### src/rtl/alu_seq_pkg.sv
// alu_seq_pkg: opcodes, FSM states and instruction field positions
// shared by the ALU sequencer and its register file.
package alu_seq_pkg;

  localparam int ADDR_W = 2;
  localparam int OP_W   = 3;
  localparam int INSTR_W = 9;

  localparam int OP_MSB  = 8;
  localparam int OP_LSB  = 6;
  localparam int RD_MSB  = 5;
  localparam int RD_LSB  = 4;
  localparam int RA_MSB  = 3;
  localparam int RA_LSB  = 2;
  localparam int RB_MSB  = 1;
  localparam int RB_LSB  = 0;
  localparam int IMM_MSB = 3;
  localparam int IMM_LSB = 0;

  localparam logic [2:0] OP_AND = 3'b000;
  localparam logic [2:0] OP_OR  = 3'b001;
  localparam logic [2:0] OP_XOR = 3'b010;
  localparam logic [2:0] OP_NOT = 3'b011;
  localparam logic [2:0] OP_ADD = 3'b100;
  localparam logic [2:0] OP_SUB = 3'b101;
  localparam logic [2:0] OP_LDI = 3'b110;
  localparam logic [2:0] OP_NOP = 3'b111;

  typedef enum logic [1:0] {
    S_IDLE  = 2'd0,
    S_ISSUE = 2'd1,
    S_RESP  = 2'd2
  } state_t;

  // Opcodes that need a trip through the external ALU.
  function automatic logic is_alu_op(input logic [2:0] op);
    return (op != OP_LDI) && (op != OP_NOP);
  endfunction

endpackage

### src/rtl/alu_seq_regfile.sv
// alu_seq_regfile: 4-entry register file, two async read ports,
// one sync write port, sync clear on rst.
module alu_seq_regfile
  import alu_seq_pkg::*;
#(
  parameter int NREGS = 4,
  parameter int DW    = 4
) (
  input  logic              clk,
  input  logic              rst,
  input  logic              we,
  input  logic [ADDR_W-1:0] waddr,
  input  logic [DW-1:0]     wdata,
  input  logic [ADDR_W-1:0] ra,
  input  logic [ADDR_W-1:0] rb,
  output logic [DW-1:0]     rd_a,
  output logic [DW-1:0]     rd_b
);

  logic [DW-1:0] mem [NREGS];

  // Clear all entries on reset, otherwise write one entry on we.
  always_ff @(posedge clk) begin
    if (rst) begin
      for (int i = 0; i < NREGS; i++) begin
        mem[i] <= '0;
      end
    end else if (we) begin
      mem[waddr] <= wdata;
    end
  end

  assign rd_a = mem[ra];
  assign rd_b = mem[rb];

endmodule

### src/rtl/alu_sequencer.sv
// alu_sequencer: issues instructions to an external 4-bit ALU.
// Optional result flags under `ALU_SEQ_FLAGS_EN.
module alu_sequencer
  import alu_seq_pkg::*;
#(
  parameter int NREGS = 4,
  parameter int DW    = 4
) (
  input  logic               clk,
  input  logic               rst,
  input  logic               in_valid,
  output logic               in_ready,
  input  logic [INSTR_W-1:0] in_instr,
  output logic [DW-1:0]      alu_a,
  output logic [DW-1:0]      alu_b,
  output logic [2:0]         alu_s,
  input  logic [DW-1:0]      alu_out,
  output logic               res_valid,
  input  logic               res_ready,
  output logic [DW-1:0]      res_data,
  output logic [1:0]         res_rd
`ifdef ALU_SEQ_FLAGS_EN
  ,
  output logic               res_zero,
  output logic               res_neg
`endif
);

  state_t state, state_n;

  logic [OP_W-1:0]   in_op;
  logic [ADDR_W-1:0] in_rd, in_ra, in_rb;
  logic [DW-1:0]     in_imm;
  logic [ADDR_W-1:0] rd_q;
  logic [DW-1:0]     rf_a, rf_b;

  logic              we;
  logic [ADDR_W-1:0] waddr;
  logic [DW-1:0]     wdata;
  logic              issue_ld;
  logic              res_ld;
  logic              res_flag;
  logic [DW-1:0]     res_nxt;

  assign in_op  = in_instr[OP_MSB:OP_LSB];
  assign in_rd  = in_instr[RD_MSB:RD_LSB];
  assign in_ra  = in_instr[RA_MSB:RA_LSB];
  assign in_rb  = in_instr[RB_MSB:RB_LSB];
  assign in_imm = DW'(in_instr[IMM_MSB:IMM_LSB]);

  alu_seq_regfile #(
    .NREGS (NREGS),
    .DW    (DW)
  ) u_rf (
    .clk   (clk),
    .rst   (rst),
    .we    (we),
    .waddr (waddr),
    .wdata (wdata),
    .ra    (in_ra),
    .rb    (in_rb),
    .rd_a  (rf_a),
    .rd_b  (rf_b)
  );

  // State register.
  always_ff @(posedge clk) begin
    if (rst) state <= S_IDLE;
    else     state <= state_n;
  end

  // Next state, handshakes, RF write port and result load controls.
  always_comb begin
    state_n   = state;
    in_ready  = 1'b0;
    res_valid = 1'b0;
    we        = 1'b0;
    waddr     = rd_q;
    wdata     = alu_out;
    issue_ld  = 1'b0;
    res_ld    = 1'b0;
    res_flag  = 1'b0;
    res_nxt   = '0;
    unique case (state)
      S_IDLE: begin
        in_ready = ~rst;
        if (in_valid && !rst) begin
          if (is_alu_op(in_op)) begin
            state_n  = S_ISSUE;
            issue_ld = 1'b1;
          end else begin
            state_n = S_RESP;
            res_ld  = 1'b1;
            if (in_op == OP_LDI) begin
              we       = 1'b1;
              waddr    = in_rd;
              wdata    = in_imm;
              res_nxt  = in_imm;
              res_flag = 1'b1;
            end
          end
        end
      end
      S_ISSUE: begin
        state_n  = S_RESP;
        we       = ~rst;
        res_ld   = 1'b1;
        res_nxt  = alu_out;
        res_flag = 1'b1;
      end
      S_RESP: begin
        res_valid = 1'b1;
        if (res_ready) state_n = S_IDLE;
      end
      default: state_n = S_IDLE;
    endcase
  end

  // ALU operand/select drive; held outside ISSUE.
  always_ff @(posedge clk) begin
    if (rst) begin
      alu_a <= '0;
      alu_b <= '0;
      alu_s <= '0;
      rd_q  <= '0;
    end else if (issue_ld) begin
      alu_a <= rf_a;
      alu_b <= rf_b;
      alu_s <= in_op;
      rd_q  <= in_rd;
    end
  end

  // Result registers, held stable through RESP.
  always_ff @(posedge clk) begin
    if (rst) begin
      res_data <= '0;
      res_rd   <= '0;
    end else if (res_ld) begin
      res_data <= res_nxt;
      res_rd   <= (state == S_ISSUE) ? rd_q : in_rd;
    end
  end

`ifdef ALU_SEQ_FLAGS_EN
  // Zero/negative flags; forced low for NOP.
  always_ff @(posedge clk) begin
    if (rst) begin
      res_zero <= 1'b0;
      res_neg  <= 1'b0;
    end else if (res_ld) begin
      res_zero <= res_flag & (res_nxt == '0);
      res_neg  <= res_flag & res_nxt[DW-1];
    end
  end
`else
  logic unused_flag;
  assign unused_flag = res_flag;
`endif

endmodule

### config.mk
export PLATFORM = sky130hd
export DESIGN_NAME = alu_sequencer
export DESIGN_NICKNAME = d
export VERILOG_FILES = /design/src/rtl/alu_seq_pkg.sv /design/src/rtl/alu_seq_regfile.sv /design/src/rtl/alu_sequencer.sv
export SDC_FILE = /design/constraint.sdc
export NUM_CORES = 1
export LEC_CHECK = 0
export CORE_UTILIZATION = 51
export DETAILED_ROUTE_END_ITERATION = 8
export PLACE_DENSITY = 0.79
export SYNTH_ARGS = -nofsm -noshare
export SYNTH_HDL_FRONTEND = slang
export SYNTH_HIERARCHICAL = 1
export SYNTH_SLANG_ARGS = --single-unit
### constraint.sdc
create_clock -name clk -period 3.4 [get_ports clk]
set_input_delay 0.34 -clock clk [delete_from_list [all_inputs] [get_ports clk]]
set_output_delay 0.34 -clock clk [all_outputs]
set_load 0.02 [all_outputs]
==> metrics <==
status finished, final reports clean; WS Path Type register to register; Post-Place Cells about 250; VDD IR max around 0.0002 V; WP data arrival about 2.7 ns; pin count of the biggest net entering global routing 32; CP most frequent cell nand2_1; DIE AREA around 3800 um^2; unrepaired setup endpoints after global routing false; final WL between 3 and 4 mm; Num CTS Buffers 5; Non-Filler Instances approximately 250; DR vias between 1000 and 1500; Setup violations, final 0; Total GRT Usage 0.2112; max-cap violation count 0; DRT Pass-1 Iters 5; Avg WL per Cell about 14 um; asr flop ratio synth 0; top_reg_cell synth dfxtp_1; Row Count 21; grt ovf 0; Synth Net Count about 190; FF+latch count, synth 37; routability-driven placement congestion ratio 0.8211; commonest cells after routing, fill and taps aside 42 x nand2_1, 35 x clkdlybuf4s50_1, 21 x dfxtp_1; Setup Buffers After CTS 0; die height between 60 and 70 um; Worst slew margin 0.6156; initial antenna violation count 0; I/O pin count 36; clk_lat worst skew 0.36 ns; commonest non-fill, non-tap cell in the layout nand2_1; CTS tree built; Synth warnings 6; Final ANT Viol Nets 0; Worst setup SP type register; Initial Util 0.5408; dominant cell type by area after synthesis edfxtp_1; global-route wire length before repair 5.623 mm; Synth Instances between 150 and 200; CTS sink cnt 37; CP Capture Type register; Starting DRT DRC Count 140; Yosys top cell area share 0.2621; synth unique cells 35; Leakage 0.0008640 uW; vias in the first global route around 1300; area delta synth->final 24.71%; Die X between 60 and 70 um; f_max about 0.38 GHz; Port Buf Inserts 35; Worst-Margin Slew about 0.57 ns; # diodes 0; synthesized area per cell between 10 and 15 um^2; Tcrit/Tclk final 0.7735; post-synthesis sequential area ratio 0.4915; clock buffer depth 2; Post-synth EDFFs 16; critical path required time between 3 and 4 ns; pwr dens roughly 420 nW/um^2; layout cells sized above 1 0.1154; Hold Fails Final Rpt 0; Root Buffer clkbuf_4; Post-CTS Hold Fix Bufs 0; CTS H-Tree Depth 2; # resized after CTS 0; Synth area leaders edfxtp_1 26%, dfxtp_1 23%, mux4_1 11%; Top delay family on crit path simple AND/OR/NAND/NOR gates; Critical-path top delay cell or4b_4; Buf+Inv Stages, Crit Path 0; Tmin final approximately 2.6 ns; Mapped Area ~1800 um^2; clock transition at the registers of the reported paths roughly 0.12 ns; slowest stage delay, CP 0.61 ns; CP Cell Sequence or4b_4, or3_1, nand2_1, nand2_1, nand2b_1, o21bai_1; final max-slew violation count 0; Setup Skew around 0.0056 ns; CP Max Fanout 9; setup TNS 0 ns; worst min-delay path class register to register; dpl hpwl approximately 2.7 mm; Nets 224; Residual DRC 0; core area about 3400 um^2; via/cell ratio approximately 5.4
power breakdown:
group | total [uW] | switching, uW | internal, uW
clock network | 311 | 155 | 156
registers | 498 | 13.2 | 485
logic | 146 | 73.4 | 73.1
synthesized netlist by cell type (all sizes together), types with 2 or more instances:
cell and instances:
nor2 6, clkbuf 4, buf 3, and4bb 2, mux4 8, inv 7, and2 16, nor3 4
nand2b 3, a21oi 17, o21ai 2, o21bai 2, a221oi 4, nand2 43, a31o 2, edfxtp 16
dfxtp 21
state kept, by name, summed over array words and instances (netlist names):
register  cells
state         2
alu_s         3
alu_b         4
res_rd        2
res_data      4
rd_q          2
u_rf/mem     16
alu_a         4
per-stage QoR:
stage               utilization  instance area, um^2  hold WS (ns)  power [uW]  worst slack, ns
CTS                      0.6744                 2286        0.4674       964.3           0.7886
floorplan                     -                 1833        0.4187       592.0           0.9800
finish                   0.6744                 2286        0.4649       955.2           0.7702
global route             0.6744                 2286        0.4858       998.3           0.5905
global placement         0.6497                 2202        0.4430       650.2           0.5063
detailed placement       0.6497                 2202        0.4504       654.4           0.4209
worst min-delay path, delay by kind of cell (launching register included):
| kind | cells | cell delay (ns) |
|---|---|---|
| AND/OR/NAND/NOR | 1 | 0.05 |
| AO/OA/AOI/OAI | 1 | 0.05 |
| flip-flops | 1 | 0.33 |
final timing paths:
kind / startpoint / slack [ns] / end / cells after the start
worst max-delay path: state[0] / 0.77 / u_rf/mem[2][0] / 6
worst max register to register: state[0] / 0.77 / u_rf/mem[2][0] / 6
worst min-delay path: alu_b[0] / 0.46 / alu_b[0] / 2
worst min register to register: alu_b[0] / 0.46 / alu_b[0] / 2
cell families (layout without fill, tap and decap cells):
| kind of cell | Yosys count | count (layout) | share of synthesized area |
|---|---|---|---|
| AO/OA/AOI/OAI | 29 | 29 | 0.1079 |
| flip-flops | 37 | 37 | 0.4915 |
| buffers and inverters | 14 | 51 | 0.03959 |
| AND/OR/NAND/NOR | 82 | 82 | 0.2410 |
| multiplexers | 9 | 9 | 0.1201 |
area by class of cell:
cell class	count	area [um^2]
multi-input combinational	120	859.6
tap	46	57.56
clock buffer	5	37.54
inverter	7	26.28
fill	245	1104
timing repair buffer	36	357.8
sequential	37	900.9
clock inverter	3	46.29
layer usage:
metal	track usage	part of all wire	wire, um	vias to the layer above
met1	0.2677	0.44	1586	645
met3	0.07246	0.045	161	8
li1	-	-	-	687
met5	0	0	0	-
met4	0.09524	0.016	57	0
met2	0.3267	0.50	1789	34
Note: power is estimated with default switching activity, not from simulation.
